$ cat config.mk
export PLATFORM = sky130hd
export DESIGN_NAME = ode_step_engine
export DESIGN_NICKNAME = d
export VERILOG_FILES = /design/src/rtl/ode_step_engine.sv
export SDC_FILE = /design/constraint.sdc
export NUM_CORES = 2
export LEC_CHECK = 0
export ABC_AREA = 1
export CAP_MARGIN = 10
export CORE_MARGIN = 4
export CORE_UTILIZATION = 40
export CTS_CLUSTER_SIZE = 14
export DETAILED_ROUTE_END_ITERATION = 6
export GPL_TIMING_DRIVEN = 0
export PLACE_DENSITY_LB_ADDON = 0.08
export SYNTH_ARGS = -nofsm -noshare
export SYNTH_HDL_FRONTEND = slang
export SYNTH_SLANG_ARGS = --single-unit
$ cat constraint.sdc
create_clock -name CLK -period 13.45 [get_ports CLK]
set_input_delay 2.69 -clock CLK [delete_from_list [all_inputs] [get_ports CLK]]
set_output_delay 2.69 -clock CLK [all_outputs]
set_load 0.01 [all_outputs]
$ cat src/rtl/ode_step_engine.sv
// ode_step_engine
//   Runs STEPS explicit-Euler steps of x' = A*x + B*u in signed saturating
//   Q(FRAC_BITS) fixed point. X ping-pongs between X_BASE and XNEW_BASE.
//   Each row is one multiply-accumulate pass over A (n terms) and B (m terms),
//   followed by the scaled update of X[i].
//
// Ports
//   CLK, RST                  clock, synchronous active-high reset
//   START, STEPS              one-cycle request and step count (sampled in IDLE)
//   BUSY, DONE, ERR           status; ERR is held until the next accepted START
//   RESULT_BASE               region holding the final X
//   INTERP_EN, INTERP_DONE    handshake with the interpolator before each step
//   RAM_ADD_RD1/2, RAM_DATA_RD1/2   two read ports, data one cycle after address
//   RAM_ADD_WR, RAM_DATA_WR, RAM_ENABLE_WR   single write port
//
// state     | meaning
// ----------+-----------------------------------------------------------
// IDLE      | waiting for START
// LOAD_NM   | address n and m
// CHECK     | capture n/m, validate dimensions and step count
// INTERP    | hold INTERP_EN until INTERP_DONE
// LOAD_H    | address h
// CAP_H     | capture h, clear accumulator
// ROW_A     | stream A[i][j] * X[j], j = 0..n-1
// ROW_B     | stream B[i][k] * U[k], k = 0..m-1 (skipped when m == 0)
// ROW_X     | address X[i], last product lands in acc
// WRITE     | write updated X[i] into dst, advance row
// NEXT_STEP | count down steps, swap src/dst or finish
// DONE      | one-cycle DONE pulse
module ode_step_engine #(
  parameter int ADDRESS_WIDTH = 13,
  parameter int DATA_WIDTH    = 16,
  parameter int FRAC_BITS     = 8,
  parameter int ACC_WIDTH     = 40,
  parameter int MAX_N         = 50,
  parameter int MAX_M         = 50,
  parameter int STEP_WIDTH    = 8,
  parameter int N_ADD         = 0,
  parameter int M_ADD         = 1,
  parameter int H_ADD         = 4,
  parameter int A_BASE        = 7,
  parameter int B_BASE        = 2507,
  parameter int X_BASE        = 5207,
  parameter int U_BASE        = 5257,
  parameter int XNEW_BASE     = 5407
) (
  input  logic                     CLK,
  input  logic                     RST,
  input  logic                     START,
  input  logic [STEP_WIDTH-1:0]    STEPS,
  output logic                     BUSY,
  output logic                     DONE,
  output logic                     ERR,
  output logic [ADDRESS_WIDTH-1:0] RESULT_BASE,
  output logic                     INTERP_EN,
  input  logic                     INTERP_DONE,
  output logic [ADDRESS_WIDTH-1:0] RAM_ADD_RD1,
  output logic [ADDRESS_WIDTH-1:0] RAM_ADD_RD2,
  input  logic [DATA_WIDTH-1:0]    RAM_DATA_RD1,
  input  logic [DATA_WIDTH-1:0]    RAM_DATA_RD2,
  output logic [ADDRESS_WIDTH-1:0] RAM_ADD_WR,
  output logic [DATA_WIDTH-1:0]    RAM_DATA_WR,
  output logic                     RAM_ENABLE_WR
);

  localparam int AW = ADDRESS_WIDTH;
  localparam int DW = DATA_WIDTH;

  localparam logic [AW-1:0] N_ADDR    = AW'(N_ADD);
  localparam logic [AW-1:0] M_ADDR    = AW'(M_ADD);
  localparam logic [AW-1:0] H_ADDR    = AW'(H_ADD);
  localparam logic [AW-1:0] A_ADDR    = AW'(A_BASE);
  localparam logic [AW-1:0] B_ADDR    = AW'(B_BASE);
  localparam logic [AW-1:0] X_ADDR    = AW'(X_BASE);
  localparam logic [AW-1:0] U_ADDR    = AW'(U_BASE);
  localparam logic [AW-1:0] XNEW_ADDR = AW'(XNEW_BASE);
  localparam logic [AW-1:0] A_STRIDE  = AW'(MAX_N);
  localparam logic [AW-1:0] B_STRIDE  = AW'(MAX_M);

  localparam logic [DW-1:0]         MAX_N_W  = DW'(MAX_N);
  localparam logic [DW-1:0]         MAX_M_W  = DW'(MAX_M);
  localparam logic [DW-1:0]         DW_ZERO  = '0;
  localparam logic [DW-1:0]         DW_ONE   = DW'(1);
  localparam logic [STEP_WIDTH-1:0] STEP_ZERO = '0;
  localparam logic [STEP_WIDTH-1:0] STEP_ONE  = STEP_WIDTH'(1);

  // Saturation bounds expressed at accumulator width so every intermediate
  // can be clamped by the same function.
  localparam logic signed [ACC_WIDTH-1:0] SAT_MAX =
    {{(ACC_WIDTH-DW+1){1'b0}}, {(DW-1){1'b1}}};
  localparam logic signed [ACC_WIDTH-1:0] SAT_MIN =
    {{(ACC_WIDTH-DW+1){1'b1}}, {(DW-1){1'b0}}};

  typedef enum logic [3:0] {
    S_IDLE, S_LOAD_NM, S_CHECK, S_INTERP, S_LOAD_H, S_CAP_H,
    S_ROW_A, S_ROW_B, S_ROW_X, S_WRITE, S_NEXT_STEP, S_DONE
  } state_t;

  function automatic logic signed [DW-1:0] sat_w(input logic signed [ACC_WIDTH-1:0] v);
    if (v > SAT_MAX)      sat_w = SAT_MAX[DW-1:0];
    else if (v < SAT_MIN) sat_w = SAT_MIN[DW-1:0];
    else                  sat_w = v[DW-1:0];
  endfunction

  function automatic logic signed [ACC_WIDTH-1:0] sext_w(input logic signed [DW-1:0] v);
    sext_w = {{(ACC_WIDTH-DW){v[DW-1]}}, v};
  endfunction

  function automatic logic signed [ACC_WIDTH-1:0] sext_2w(input logic signed [2*DW-1:0] v);
    sext_2w = {{(ACC_WIDTH-2*DW){v[2*DW-1]}}, v};
  endfunction

  state_t                        state_q, state_d;
  logic [STEP_WIDTH-1:0]         steps_q, steps_d;
  logic [DW-1:0]                 n_q, n_d;
  logic [DW-1:0]                 m_q, m_d;
  logic signed [DW-1:0]          h_q, h_d;
  logic [DW-1:0]                 col_q, col_d;
  logic [DW-1:0]                 row_q, row_d;
  logic [AW-1:0]                 a_row_q, a_row_d;
  logic [AW-1:0]                 b_row_q, b_row_d;
  logic [AW-1:0]                 src_q, src_d;
  logic [AW-1:0]                 dst_q, dst_d;
  logic signed [ACC_WIDTH-1:0]   acc_q, acc_d;
  logic                          acc_en_q, acc_en_d;
  logic                          err_q, err_d;
  logic [AW-1:0]                 result_base_q, result_base_d;

  logic signed [2*DW-1:0]        prod;
  logic signed [DW-1:0]          f_w;
  logic signed [2*DW-1:0]        hf;
  logic signed [DW-1:0]          g_w;
  logic signed [DW-1:0]          x_new;

  // Row update datapath; only consumed in WRITE, where RAM_DATA_RD1 holds X[i]
  // and acc_q holds the complete row sum.
  always_comb begin
    prod  = $signed(RAM_DATA_RD1) * $signed(RAM_DATA_RD2);
    f_w   = sat_w(acc_q >>> FRAC_BITS);
    hf    = h_q * f_w;
    g_w   = sat_w(sext_2w(hf) >>> FRAC_BITS);
    x_new = sat_w(sext_w($signed(RAM_DATA_RD1)) + sext_w(g_w));
  end

  always_comb begin
    state_d       = state_q;
    steps_d       = steps_q;
    n_d           = n_q;
    m_d           = m_q;
    h_d           = h_q;
    col_d         = col_q;
    row_d         = row_q;
    a_row_d       = a_row_q;
    b_row_d       = b_row_q;
    src_d         = src_q;
    dst_d         = dst_q;
    err_d         = err_q;
    result_base_d = result_base_q;
    acc_en_d      = 1'b0;
    // A product is added one cycle after its addresses were issued.
    acc_d         = acc_en_q ? (acc_q + sext_2w(prod)) : acc_q;

    DONE          = 1'b0;
    INTERP_EN     = 1'b0;
    RAM_ADD_RD1   = '0;
    RAM_ADD_RD2   = '0;
    RAM_ADD_WR    = '0;
    RAM_DATA_WR   = '0;
    RAM_ENABLE_WR = 1'b0;

    unique case (state_q)
      S_IDLE: begin
        if (START) begin
          steps_d = STEPS;
          err_d   = 1'b0;
          state_d = S_LOAD_NM;
        end
      end
      S_LOAD_NM: begin
        RAM_ADD_RD1 = N_ADDR;
        RAM_ADD_RD2 = M_ADDR;
        state_d     = S_CHECK;
      end
      S_CHECK: begin
        n_d = RAM_DATA_RD1;
        m_d = RAM_DATA_RD2;
        if ((RAM_DATA_RD1 == DW_ZERO) || (RAM_DATA_RD1 > MAX_N_W) ||
            (RAM_DATA_RD2 > MAX_M_W) || (steps_q == STEP_ZERO)) begin
          err_d   = 1'b1;
          state_d = S_DONE;
        end else begin
          src_d   = X_ADDR;
          dst_d   = XNEW_ADDR;
          row_d   = '0;
          a_row_d = A_ADDR;
          b_row_d = B_ADDR;
          state_d = S_INTERP;
        end
      end
      S_INTERP: begin
        INTERP_EN   = 1'b1;
        RAM_ADD_RD1 = H_ADDR;
        if (INTERP_DONE) state_d = S_LOAD_H;
      end
      S_LOAD_H: begin
        RAM_ADD_RD1 = H_ADDR;
        state_d     = S_CAP_H;
      end
      S_CAP_H: begin
        h_d     = $signed(RAM_DATA_RD1);
        acc_d   = '0;
        col_d   = '0;
        state_d = S_ROW_A;
      end
      S_ROW_A: begin
        RAM_ADD_RD1 = a_row_q + AW'(col_q);
        RAM_ADD_RD2 = src_q + AW'(col_q);
        acc_en_d    = 1'b1;
        if (col_q == n_q - DW_ONE) begin
          col_d   = '0;
          state_d = (m_q == DW_ZERO) ? S_ROW_X : S_ROW_B;
        end else begin
          col_d = col_q + DW_ONE;
        end
      end
      S_ROW_B: begin
        RAM_ADD_RD1 = b_row_q + AW'(col_q);
        RAM_ADD_RD2 = U_ADDR + AW'(col_q);
        acc_en_d    = 1'b1;
        if (col_q == m_q - DW_ONE) begin
          col_d   = '0;
          state_d = S_ROW_X;
        end else begin
          col_d = col_q + DW_ONE;
        end
      end
      S_ROW_X: begin
        RAM_ADD_RD1 = src_q + AW'(row_q);
        state_d     = S_WRITE;
      end
      S_WRITE: begin
        RAM_ADD_WR    = dst_q + AW'(row_q);
        RAM_DATA_WR   = x_new;
        RAM_ENABLE_WR = 1'b1;
        row_d         = row_q + DW_ONE;
        a_row_d       = a_row_q + A_STRIDE;
        b_row_d       = b_row_q + B_STRIDE;
        acc_d         = '0;
        col_d         = '0;
        state_d       = (row_q == n_q - DW_ONE) ? S_NEXT_STEP : S_ROW_A;
      end
      S_NEXT_STEP: begin
        steps_d = steps_q - STEP_ONE;
        if (steps_q > STEP_ONE) begin
          src_d   = dst_q;
          dst_d   = src_q;
          row_d   = '0;
          a_row_d = A_ADDR;
          b_row_d = B_ADDR;
          state_d = S_INTERP;
        end else begin
          result_base_d = dst_q;
          state_d       = S_DONE;
        end
      end
      S_DONE: begin
        DONE    = 1'b1;
        state_d = S_IDLE;
      end
      default: state_d = S_IDLE;
    endcase
  end

  assign BUSY        = (state_q != S_IDLE) && (state_q != S_DONE);
  assign ERR         = err_q;
  assign RESULT_BASE = result_base_q;

  always_ff @(posedge CLK) begin
    if (RST) begin
      state_q       <= S_IDLE;
      steps_q       <= '0;
      n_q           <= '0;
      m_q           <= '0;
      h_q           <= '0;
      col_q         <= '0;
      row_q         <= '0;
      a_row_q       <= A_ADDR;
      b_row_q       <= B_ADDR;
      src_q         <= X_ADDR;
      dst_q         <= XNEW_ADDR;
      acc_q         <= '0;
      acc_en_q      <= 1'b0;
      err_q         <= 1'b0;
      result_base_q <= X_ADDR;
    end else begin
      state_q       <= state_d;
      steps_q       <= steps_d;
      n_q           <= n_d;
      m_q           <= m_d;
      h_q           <= h_d;
      col_q         <= col_d;
      row_q         <= row_d;
      a_row_q       <= a_row_d;
      b_row_q       <= b_row_d;
      src_q         <= src_d;
      dst_q         <= dst_d;
      acc_q         <= acc_d;
      acc_en_q      <= acc_en_d;
      err_q         <= err_d;
      result_base_q <= result_base_d;
    end
  end

endmodule
After elaboration in Yosys (flattened, before gate mapping)
Index checks and enable logic that the tools add are counted.
{ "word_totals": {"inputBits": 44, "output_inout_bits": 73, "word_cells": 134, "ff_bits": 199} }
{ "op_classes": {"order_cmp": 9, "n_addsub": 15, "muxes": 46, "reduce_logical": 24, "bitwise": 1, "multipliers": 2, "n_eq_ne": 22} }
{ "op_table": {"columns": ["cell", "n"], "rows": [
  ["$mux 16", 11],
  ["$mux 13", 9],
  ["$pmux 13 s3", 3],
  ["$pmux 16 s3", 2],
  ["$add 13x13->13", 5],
  ["$mul 16x16->32", 2],
  ["$pmux 13 s2", 2],
  ["$pmux 13 s4", 1],
  ["$eq 16x16->1", 3],
  ["$pmux 4 s11", 1],
  ["$add 40x32->40", 1],
  ["$add 16x1->16 const B", 2],
  ["$gt 16x6->1 const B", 2],
  ["$gt 32x16->1 const B", 1],
  ["$logic_not 16->1", 2],
  ["$lt 32x16->1 const B", 1],
  ["$mux 4", 8],
  ["$sub 16x1->16 const B", 2],
  ["$add 13x6->13 const B", 2],
  ["$gt 24x16->1 const B", 1],
  ["$lt 24x16->1 const B", 1],
  ["$add 16x16->17", 1],
  ["$gt 17x16->1 const B", 1],
  ["$lt 17x16->1 const B", 1],
  ["26 further kinds", 54]
]} }

Longest topological paths before layout
{ "depth": {"ltp_word": 12, "ltp_mapped": 58, "mapped_depth_nobuf": 54} }

Worst setup path after synthesis
Ideal clock, no wire load.
{ "synth_path": {"kind": "register to output", "startpoint": "register acc_q[37]", "endpoint": "output RAM_DATA_WR[14]", "stages_incl_launch_ff": 54, "n_path_buf": 4, "t_required_ps": 10760, "slack_ps": 1731, "t_arrival_ps": 9029, "cell_sequence": "dfxtp_1 > nand2_1 > nor2_1 > nand4_1 > nand2_2 > inv_1 > clkbuf_1 > a21oi_1 > clkbuf_1 > nand2_1 > fa_1 > inv_1 > fa_1 > inv_1 > fa_1 > fa_1 > inv_1 > fa_1 > [... 18 more ...] > nand2_1 > ha_1 > inv_1 > fa_1 > inv_1 > a31oi_1 > o21ai_2 > nand2_1 > a21oi_1 > a31oi_1 > o21ai_2 > nand2_1 > a22oi_2 > inv_1 > nand2_1 > nand2_2 > buf_4 > a21oi_1"} }
{ "synth_between": {"elab_chain_len": 12, "word_cells_on_any_way": 15, "classes_between": "1 x add/sub; 1 x mul; 6 x order compare; 7 x mux"} }
{ "synth_rtl": {"columns": ["element", "line_no", "source"], "rows": [
  ["start: declaration", "124", "logic signed [ACC_WIDTH-1:0] acc_q, acc_d;"],
  ["start signal: assignment", "291", "acc_q <= '0;"],
  ["start signal: assignment", "307", "acc_q <= acc_d;"],
  ["$lt 32x16->1", "101", "else if (v < SAT_MIN) sat_w = SAT_MIN[DW-1:0];"],
  ["$mux 16", "101", null],
  ["$mux 16 *", "100", "if (v > SAT_MAX) sat_w = SAT_MAX[DW-1:0];"],
  ["$mul 16x16->32 *", "140", "hf = h_q * f_w;"],
  ["$lt 24x16->1", "101", null],
  ["$mux 16", "101", null],
  ["$mux 16 *", "100", null],
  ["$add 16x16->17 *", "142", "x_new = sat_w(sext_w($signed(RAM_DATA_RD1)) + sext_w(g_w));"],
  ["$lt 17x16->1", "101", null],
  ["$mux 16", "101", null],
  ["$mux 16 *", "100", null],
  ["$mux 16 *", "171", "unique case (state_q)"],
  ["end: declaration", "62", "output logic [DATA_WIDTH-1:0] RAM_DATA_WR,"]
]} }
Mark *: on every way between the ends. The rest lies on a longest branch, timed or not.

Worst setup path after layout
{ "layout_path": {"startpoint": "register acc_q[25]", "endpoint": "output RAM_DATA_WR[8]"} }
Same word-level chain as after synthesis.

==> flow_summary.ini <==
[critical_path]
regToRegEndpoint = acc_q[28]
cp_max_fo = 10
reg2reg_setup_slack_ns = 7.97
slowest_stage = fa_1
endpoint_kind = output port
crit_path_max_incr_delay_ns = 0.60
cp.arrival_ns = 10.38
r2r-start = acc_q[15]
start_kind = register
crit_type = reg2out
crit_required_ns = 10.76
cpMostUsedCell = nand2_1
worstRegToRegCells = 20

[power_and_ir_drop]
powerDensity_nw_per_um2 = 235
pwr-share-clk_pct = 6.0
p_sw_uw = 5430
vdd_drop_max_v = 0.000316
seqPwrFrac_pct = 7.7
p_leak_uw = 0.0200
pwr-share-comb_pct = 86.3
switching_share_pct = 58.6
total_power_uw = 9260
intPower_uw = 3830

[synthesis]
yosys.area.top_type = fa_1
synth_area_leaders = fa_1, inv_1, dfxtp_1, ha_1, nand2_1
syn_area_um2 = 35400
synth_top_area_share_pct = 33.7
synth-seq-area-share_pct = 11.2
synth_cell_types = 72
synth_edf_count = 0
synth_warnings = 0
synthFlopType = dfxtp_1
synth_seq_cells = 198
synth_cells = 4633
syn-num-nets = 5540
syn_area_per_cell_um2 = 7.64
async_flop_share_pct = 0

[die]
row_count = 108
die_area_um2 = 93300
fp.dieW_um = 305
core_area_um2 = 87300
num_io_pins = 117
initial_core_util_pct = 40.6
die_h_um = 305

[min_path]
holdPathEnd = a_row_q[0]
min_path_type = reg2reg
hold_path_depth = 1
min_from = a_row_q[0]

[drt]
wl_um = 115000
vias_per_cell = 4.99
vias = 29730
wl_per_cell_um = 19.4
drt_iter0_markers = 1908
drt_first_pass_iters = 5
ant_nets = 0
drc_errors = 0

[placement]
io_buffer_count = 100
hpwl_um = 96800
place_ws_ns = -1.13
dp.cells = 5888
place_congestion = 0.935

[cells_and_area]
fillers = 9081
synthToLayoutAreaGrowth_pct = 11.3
fin_cells = 5955
utilization_pct = 45.1
nNetsFinal = 5694
antennaDiodeCount = 0
final_layout_size_suffix_gt1_share_pct = 6.67

[global_route]
grt_pass1_wl_um = 183000
grt_max_degree = 24
grtUsageTotal_pct = 25.3
globalRouteOverflowTotal = 0
antenna_found_initial = 3
grt_pass1_vias = 30458

[clock_network]
cts.sinks = 198
clk_path_buf_depth = 2
cts_tree = done
clk_pin_slew_ns = 0.10
htree_levels = 4
cts_inserted_buffers = 17
cts-root-buf = clkbuf_16
clkLatencyLatePin_ns = 0.50

[sta]
finalSetupViolations = 0
hold_ws_ns = 0.464
skew_ns = 0.0246
worstMarginPinSlew_ns = 1.25
slew_headroom_pct = 16.4
post-route-min-period_ns = 13.07
worst_slack_ns = 0.375
fin_crit_sh_pct = 97.2
finalHoldViolations = 0
clock.fmax_mhz = 76.5
final_max_slew_viol_count = 0

[job]
max_cap_violations = 0

[run_status]
status = complete, no violations
[cell usage after synthesis (all sizes together), types with 17 or more instances]
cell type,instances
dfxtp,198
nor4,26
nor2,451
clkbuf,116
xor2,109
fa,596
xnor2,49
o21ai,234
a21oi,261
inv,1065
ha,267
nor3,47
a31oi,33
nand3,100
or2,17
buf,46
o22ai,20
nand4,43
nand2,845
[critical path, delay by kind of cell, from the launching register on]
| kind | cells | cell delay, ns |
|---|---|---|
| DFF | 1 | 0.39 |
| and+or+nand+nor | 19 | 1.77 |
| buffers and inverters | 13 | 1.62 |
| adders and majority gates | 9 | 4.00 |
| AOI/OAI and AO/OA | 13 | 2.06 |
[metal layers]
| metal | global-route usage [%] | routed length [um] |
|---|---|---|
| met5 | 0 | 0 |
| met4 | 6.00 | 2800 |
| met3 | 4.07 | 6360 |
| met2 | 39.5 | 51200 |
| met1 | 36.9 | 55100 |
[state kept, by name (all words and copies together) (netlist names), 4 cells and up]
| register | flops |
|---|---|
| RESULT_BASE | 13 |
| a_row_q | 13 |
| row_q | 16 |
| acc_q | 40 |
| state_q | 4 |
| n_q | 16 |
| dst_q | 13 |
| b_row_q | 12 |
| col_q | 16 |
| src_q | 13 |
| m_q | 16 |
| h_q | 16 |
| steps_q | 8 |
[power groups by stage]
stage / combinational [uW] / sequential (uW) / clock [uW]
floorplan: 5750 / 703 / 0
global placement: 7800 / 726 / 0
detailed placement: 7800 / 726 / 0
CTS: 7920 / 713 / 568
global route: 9030 / 723 / 589
finish: 7990 / 713 / 556
[what timing repair did]
| item | 4_1_cts | 5_1_grt |
|---|---|---|
| setup endpoints to repair | 16 | 16 |
| gates resized for setup | 100 | 150 |
| gates cloned | 0 | 2 |
| hold buffers | 0 | 0 |
| pin swaps | 7 | 22 |
| setup buffers | 16 | 17 |
[stage by stage]
| step | cell area (um^2) | TNS, ns |
|---|---|---|
| global route | 39400 | -1.20 |
| global placement | 37800 | -16.10 |
| detailed placement | 37800 | -17.09 |
| finish | 39400 | 0 |
| floorplan | 35400 | 0 |
| CTS | 38900 | 0 |
[logic make-up (layout without fill, tap and decap cells)]
logic type               count (synthesis)  count (layout)  synth area share [%]
AO/OA/AOI/OAI                          634             634                  10.0
XOR/XNOR                               158             158                  3.91
adder cells (fa/ha/maj)                863             863                  43.1
buffers and inverters                 1233            1400                  13.4
flip-flops                             198             198                  11.2
multiplexers                             1               1                0.0283
AND/OR/NAND/NOR                       1546            1546                  18.3
[cell usage in the layout, fill, tap and decap left out, drive strengths merged, types with 9 or more instances in the layout]
cell type and instances:
nor3 47, clkdlybuf4s50 84, xnor2 49, nand3 100
o21bai 14, nor4 26, nand4 43, or2 17
dfxtp 198, o22ai 20, buf 84, a31oi 33
o211ai 9, clkinv 15, fa 596, ha 267
a21oi 261, xor2 109, a22oi 14, nand2 845
o21ai 234, nor2 451, inv 1068, clkbuf 144
[area by class of cell]
class / instances / area [um^2] / share of cell area, %
multi-input cells: 3202 / 27200 / 69.1
inverters: 1071 / 4030 / 10.2
flip-flops and latches: 198 / 3980 / 10.1
well taps: 1155 / 1450 / 3.67
repair buffers: 134 / 1250 / 3.19
plain buffers: 162 / 850 / 2.16
clock buffers: 17 / 425 / 1.08
clock inverters: 15 / 186 / 0.473
repair inverters: 1 / 7.51 / 0.0191
[worst max path at each step]
stage,start,to
2_1_floorplan,acc_q[37],RAM_DATA_WR[14]
6_report,acc_q[25],RAM_DATA_WR[8]
5_1_grt,acc_q[25],RAM_DATA_WR[1]
4_1_cts,acc_q[37],RAM_DATA_WR[5]
3_5_place_dp,acc_q[25],RAM_DATA_WR[5]
3_3_place_gp,acc_q[25],RAM_DATA_WR[12]
Note: power is estimated with default switching activity, not from simulation.
